File: src/rtl/power_status_display_if.sv
// Bundle between the power controller and the display back-end: live status/values in,
// multiplexed 7-segment drive out.
interface power_status_display_if;
   logic       power_status;
   logic [7:0] selection;
   logic [7:0] left_time;
   logic [7:0] right_time;
   logic [7:0] seg_out;
   logic [7:0] seg_en;

   modport master (
      output power_status, selection, left_time, right_time,
      input  seg_out, seg_en
   );

   modport slave (
      input  power_status, selection, left_time, right_time,
      output seg_out, seg_en
   );
endinterface

File: src/rtl/power_status_display.sv
// 8-digit multiplexed 7-segment back-end: timed "On"/"OFF" messages around power transitions,
// live hex selection and saturated decimal timers while running, dark while off.
module power_status_display #(
   parameter int unsigned SCAN_DIV = 100_000,
   parameter int unsigned MSG_TIME = 100_000_000
) (
   input logic                   clk,
   input logic                   rst,
   power_status_display_if.slave bus
);
   localparam int unsigned PW = (SCAN_DIV > 1) ? $clog2(SCAN_DIV) : 1;
   localparam int unsigned MW = (MSG_TIME > 1) ? $clog2(MSG_TIME) : 1;
   localparam logic [PW-1:0] PreLast = PW'(SCAN_DIV - 1);
   localparam logic [PW-1:0] PreOne  = PW'(1);
   localparam logic [MW-1:0] MsgLoad = MW'(MSG_TIME - 1);
   localparam logic [MW-1:0] MsgOne  = MW'(1);

   localparam logic [7:0] SegO = 8'b1111_1100;
   localparam logic [7:0] SegN = 8'b0010_1010;
   localparam logic [7:0] SegF = 8'b1000_1110;

   typedef enum logic [1:0] {StOff, StBoot, StRun, StShutdown} state_e;

   state_e        state_q;
   logic [PW-1:0] prescaler_q;
   logic [2:0]    scan_idx_q;
   logic [MW-1:0] msg_cnt_q;
   logic [7:0]    seg_out_q;
   logic [7:0]    seg_en_q;
   logic          tick;
   logic [7:0]    digit_pat;
   logic [7:0]    lt_bcd;
   logic [7:0]    rt_bcd;

   function automatic logic [7:0] hex_seg(input logic [3:0] n);
      unique case (n)
         4'h0: hex_seg = 8'hFC;
         4'h1: hex_seg = 8'h60;
         4'h2: hex_seg = 8'hDA;
         4'h3: hex_seg = 8'hF2;
         4'h4: hex_seg = 8'h66;
         4'h5: hex_seg = 8'hB6;
         4'h6: hex_seg = 8'hBE;
         4'h7: hex_seg = 8'hE0;
         4'h8: hex_seg = 8'hFE;
         4'h9: hex_seg = 8'hE6;
         4'hA: hex_seg = 8'hEE;
         4'hB: hex_seg = 8'h3E;
         4'hC: hex_seg = 8'h9C;
         4'hD: hex_seg = 8'h7A;
         4'hE: hex_seg = 8'h9E;
         default: hex_seg = 8'h8E;
      endcase
   endfunction

   // Returns {tens, units}; anything above 99 reads as 99.
   function automatic logic [7:0] dec2(input logic [7:0] v);
      logic [7:0] sat;
      sat  = (v > 8'd99) ? 8'd99 : v;
      dec2 = {4'(sat / 8'd10), 4'(sat % 8'd10)};
   endfunction

   assign tick = (prescaler_q == PreLast);

   always_comb begin
      lt_bcd    = dec2(bus.left_time);
      rt_bcd    = dec2(bus.right_time);
      digit_pat = 8'h00;
      unique case (state_q)
         StBoot: begin
            if (scan_idx_q == 3'd1)      digit_pat = SegO;
            else if (scan_idx_q == 3'd0) digit_pat = SegN;
         end
         StShutdown: begin
            if (scan_idx_q == 3'd2)       digit_pat = SegO;
            else if (scan_idx_q <= 3'd1)  digit_pat = SegF;
         end
         StRun: begin
            case (scan_idx_q)
               3'd7:    digit_pat = hex_seg(bus.selection[7:4]);
               3'd6:    digit_pat = hex_seg(bus.selection[3:0]);
               3'd3:    digit_pat = hex_seg(lt_bcd[7:4]);
               3'd2:    digit_pat = hex_seg(lt_bcd[3:0]);
               3'd1:    digit_pat = hex_seg(rt_bcd[7:4]);
               3'd0:    digit_pat = hex_seg(rt_bcd[3:0]);
               default: digit_pat = 8'h00;
            endcase
         end
         default: digit_pat = 8'h00;
      endcase
   end

   always_ff @(posedge clk or negedge rst) begin
      if (!rst) begin
         state_q     <= StOff;
         prescaler_q <= '0;
         scan_idx_q  <= 3'd0;
         msg_cnt_q   <= '0;
         seg_out_q   <= 8'h00;
         seg_en_q    <= 8'h00;
      end else begin
         prescaler_q <= tick ? '0 : prescaler_q + PreOne;
         if (tick) scan_idx_q <= scan_idx_q + 3'd1;

         unique case (state_q)
            StOff: begin
               if (bus.power_status) begin
                  state_q   <= StBoot;
                  msg_cnt_q <= MsgLoad;
               end
            end
            StBoot: begin
               if (!bus.power_status) begin
                  state_q   <= StShutdown;
                  msg_cnt_q <= MsgLoad;
               end else if (msg_cnt_q == '0) begin
                  state_q <= StRun;
               end else begin
                  msg_cnt_q <= msg_cnt_q - MsgOne;
               end
            end
            StRun: begin
               if (!bus.power_status) begin
                  state_q   <= StShutdown;
                  msg_cnt_q <= MsgLoad;
               end
            end
            StShutdown: begin
               if (bus.power_status) begin
                  state_q   <= StBoot;
                  msg_cnt_q <= MsgLoad;
               end else if (msg_cnt_q == '0) begin
                  state_q <= StOff;
               end else begin
                  msg_cnt_q <= msg_cnt_q - MsgOne;
               end
            end
            default: state_q <= StOff;
         endcase

         // Enable follows the scan slot in every lit state, even over blank digits.
         seg_en_q  <= (state_q == StOff) ? 8'h00 : (8'h01 << scan_idx_q);
         seg_out_q <= (state_q == StOff) ? 8'h00 : digit_pat;
      end
   end

   assign bus.seg_out = seg_out_q;
   assign bus.seg_en  = seg_en_q;
endmodule

File: src/flat_wrapper.sv
// flat-port wrapper written by rule: the top's interface ports become plain ports
module power_status_display_flat 
#(
   parameter int unsigned SCAN_DIV = 100_000,
   parameter int unsigned MSG_TIME = 100_000_000
)
  (clk, rst, bus_power_status, bus_selection, bus_left_time, bus_right_time, bus_seg_out, bus_seg_en);
  power_status_display_if bus_i ();
  input logic clk;
  input logic rst;
  input wire logic [$bits(bus_i.power_status)-1:0] bus_power_status;
  input wire logic [$bits(bus_i.selection)-1:0] bus_selection;
  input wire logic [$bits(bus_i.left_time)-1:0] bus_left_time;
  input wire logic [$bits(bus_i.right_time)-1:0] bus_right_time;
  output wire logic [$bits(bus_i.seg_out)-1:0] bus_seg_out;
  output wire logic [$bits(bus_i.seg_en)-1:0] bus_seg_en;
  assign bus_i.power_status = bus_power_status;
  assign bus_i.selection = bus_selection;
  assign bus_i.left_time = bus_left_time;
  assign bus_i.right_time = bus_right_time;
  assign bus_seg_out = bus_i.seg_out;
  assign bus_seg_en = bus_i.seg_en;
  power_status_display #(.SCAN_DIV(SCAN_DIV), .MSG_TIME(MSG_TIME)) u_core (.clk(clk), .rst(rst), .bus(bus_i));
endmodule
File: config.mk
export PLATFORM = sky130hd
export DESIGN_NAME = power_status_display_flat
export DESIGN_NICKNAME = d
export VERILOG_FILES = /design/src/rtl/power_status_display_if.sv /design/src/rtl/power_status_display.sv /design/src/flat_wrapper.sv
export SDC_FILE = /design/constraint.sdc
export NUM_CORES = 1
export LEC_CHECK = 0
export CORE_MARGIN = 2
export CORE_UTILIZATION = 30
export DETAILED_ROUTE_END_ITERATION = 12
export MAX_ROUTING_LAYER = met4
export PLACE_DENSITY = 0.59
export SETUP_SLACK_MARGIN = 0.4
export SYNTH_ARGS = -nofsm -noshare
export SYNTH_HDL_FRONTEND = slang
export SYNTH_SLANG_ARGS = --single-unit
export TNS_END_PERCENT = 100
File: constraint.sdc
create_clock -name clk -period 2.95 [get_ports clk]
set_clock_uncertainty 0.15 [all_clocks]
set_input_delay 0.885 -clock clk [delete_from_list [all_inputs] [get_ports clk]]
set_output_delay 0.885 -clock clk [all_outputs]
set_load 0.02 [all_outputs]
==> impl_results.md <==
* Top FF cell, synth: dfrtp_1
* Status: complete, but fails checks
* Final setup viols at 7
* Grt ovf at 0
* Minimum clock period after layout at 3.325 ns
* Post-synth EDFFs at 0
* Die Width at 143.2 um
* Diode count at 0
* Hold WC Path Type: flip-flop to flip-flop
* Mapped Cells at 718
* Final #Nets at 1,006
* Max frequency at 300.7 MHz
* Mapped Avg Cell Area at 8.100 um^2
* CP endpoint kind: flip-flop
* Worst-margin pin slew at 0.5233 ns
* Share of the synthesized area in the top cell type at 0.2754
* Fin util at 0.4774
* Hold-fix buffers, CTS at 0
* Fin crit share at 1.127
* Drc violations at 0
* Number of cells on the critical path at 16
* Post-synth cell types at 87
* Remaining antenna violation count at 0
* Most numerous cell in the Yosys netlist: nand2_1
* Peak VDD IR at 0.0003230 V
* Ys Warns at 0
* Crit-path max FO at 4
* Worst path max stage delay at 0.40 ns
* Fraction of final layout cells sized beyond drive strength 1 at 0.4021
* Initial antenna violation count at 0
* Worst path most repeated cell: a21oi_2
* Drt pass-1 iters at 5
* PnR worst setup slack at -0.3751 ns
* Worst-path cell chain: buf_6 -> buf_6 -> buf_12 -> nor3_4 -> o21ai_1 -> or2_2 -> a21oi_2 -> nor2_2 -> or2_4 -> inv_4 -> ha_4 -> nand2_2 -> a21oi_2 -> a21oi_2 -> a211o_1 -> o41a_1
* CTS tree: done
* Core area at 18,890 um^2
* Max-slew violations at 0
* IO Port Bufs at 41
* Slowest CP cell: o41a_1
* Post-Route WL at 16,680 um
* Worst path bufs/invs at 4
* H-tree Lvls at 3
* Kind of critical path: input port to flip-flop
* Root buf cell: clkbuf_16
* Top cells by area, synth: dfrtp_1 (28%), ha_1 (11%), nand2_1 (4.8%)
* Critical path's top delay family: compound AO/OA/AOI/OAI gates
* Area of the mapped netlist at 5816 um^2
* Failing checks: setup timing
* First-pass GRT wire length at 27,980 um
* Synth Net Count at 794
* Area growth syn-to-layout at 55.10%
* Leakage power at 0.003831 uW
* Clk slew on worst S/H paths at 0.06 ns
* Post-DP HPWL at 12,190 um
* Crit path required time at 3.01 ns
* Sink Count at 64
* Clock Latency Late Sink at 0.33 ns
* Hold Crit Depth at 1
* Final Hold Viols at 0
* Routed WL per cell at 13.96 um
* Post-synth top area cell: dfrtp_1
* Die area at 20,510 um^2
* RePlAce Congestion at 0.8688
* Vias/cell at 4.988
* Yosys reg bits at 64
* Via count at 5,961
* Max-capacitance violation count at 0
* R2R cell count at 9
* Unrepaired setup endpoints after global routing: yes
* Vias in the first global route at 6,028
* PwrDens at 420.5 nW/um^2
* Rel. slew slack at 0.6467
* Total power at 3793 uW
* CTS buffer count at 9
* Largest net degree at the start of global routing at 36
* Die H at 143.2 um
* Total I/O pin count at 43
* Startpoint Class: input port
* Clock Path Buffers at 2
* Initial core utilization at 0.3078
* Overall routing resource usage at 0.1710
* Iter 0 DRT Violations at 246
* Commonest cells post-synth: nand2_1 (74), nor2_1 (69), dfrtp_1 (64)
* Sequential share of the synthesized area at 0.2754
* Async SR Flop Fraction at 1.000
* Rows at 50
* Crit path DAT at 3.38 ns
[power breakdown]
part           leakage (uW)  total, uW  internal (uW)  switching [uW]
clock              0.000145       1090            680             409
combinational       0.00292       1710            797             909
sequential         0.000764        999            949            50.3
[final timing paths]
check / startpoint / to / slack (ns)
worst max-delay path: bus_left_time[3] / u_core.bus.seg_out[7] / -0.38
worst min-delay path: u_core.prescaler_q[0] / u_core.prescaler_q[0] / 0.33
worst max register to register: u_core.msg_cnt_q[19] / u_core.msg_cnt_q[8] / 0.26
worst min register to register: u_core.prescaler_q[0] / u_core.prescaler_q[0] / 0.33
max in group asynchronous: rst / u_core.scan_idx_q[0] / 1.85
min in group asynchronous: rst / u_core.msg_cnt_q[4] / 0.42
[per-stage QoR]
| stage | hold WS [ns] | instance area, um^2 | setup slack [ns] | instances | TNS, ns |
|---|---|---|---|---|---|
| finish | 0.3256 | 9020 | -0.3751 | 1195 | -2.283 |
| global placement | 0.3185 | 7724 | -1.143 | 1137 | -9.435 |
| global route | 0.3431 | 9020 | -0.4958 | 1195 | -3.048 |
| floorplan | 0.2961 | 6080 | -0.4170 | 718 | -2.114 |
| CTS | 0.3291 | 8793 | -0.3705 | 1186 | -2.065 |
| detailed placement | 0.3183 | 7724 | -1.150 | 1137 | -9.765 |
[cell usage in the layout, fill, tap and decap left out, types with 10 or more instances in the layout]
master,instances
dfrtp_1,62
inv_1,31
a211oi_1,10
a21oi_1,26
nor2_1,63
buf_6,34
xor2_1,15
buf_2,10
clkdlybuf4s50_1,27
ha_1,33
buf_4,158
nand2_1,66
xnor2_1,13
o21ai_0,26
nor2b_1,20
a21oi_2,13
nand3_1,21
[per-layer routing]
layer	GRT usage	part of all wire	up-vias
li1	-	-	3008
met1	0.2162	0.46	2811
met2	0.2873	0.49	113
met3	0.02314	0.030	29
met4	0.04696	0.019	0
met5	-	0	-
[flip-flops by register name, indices dropped and copies added (netlist names)]
name and count:
u_core.bus.seg_en 8, u_core.bus.seg_out 7, u_core.msg_cnt_q 27, u_core.prescaler_q 17, u_core.scan_idx_q 3, u_core.state_q 2
[what timing repair did]
action / CTS / global route
setup endpoints to repair: 47 / 47
pin swaps: 81 / 43
setup buffers: 30 / 9
gates cloned: 3 / 0
resized for setup: 162 / 39
[cells by family after synthesis]
kind of cell    synth area share
simple gates              0.2786
compound gates            0.2141
buf+inv                  0.05594
flops                     0.2754
fa+ha+maj                 0.1054
xor+xnor                 0.05250
mux                      0.01743
other cells            0.0006448
[area by class of cell]
class | instances | area [um^2]
multi-input cells | 582 | 4682
well taps | 260 | 325.3
flip-flops and latches | 64 | 1604
clock inverters | 6 | 67.56
fillers | 1801 | 9873
inverters | 37 | 141.4
clock buffers | 10 | 239.0
repair buffers | 236 | 1961
(Power assumes the default switching activity.)
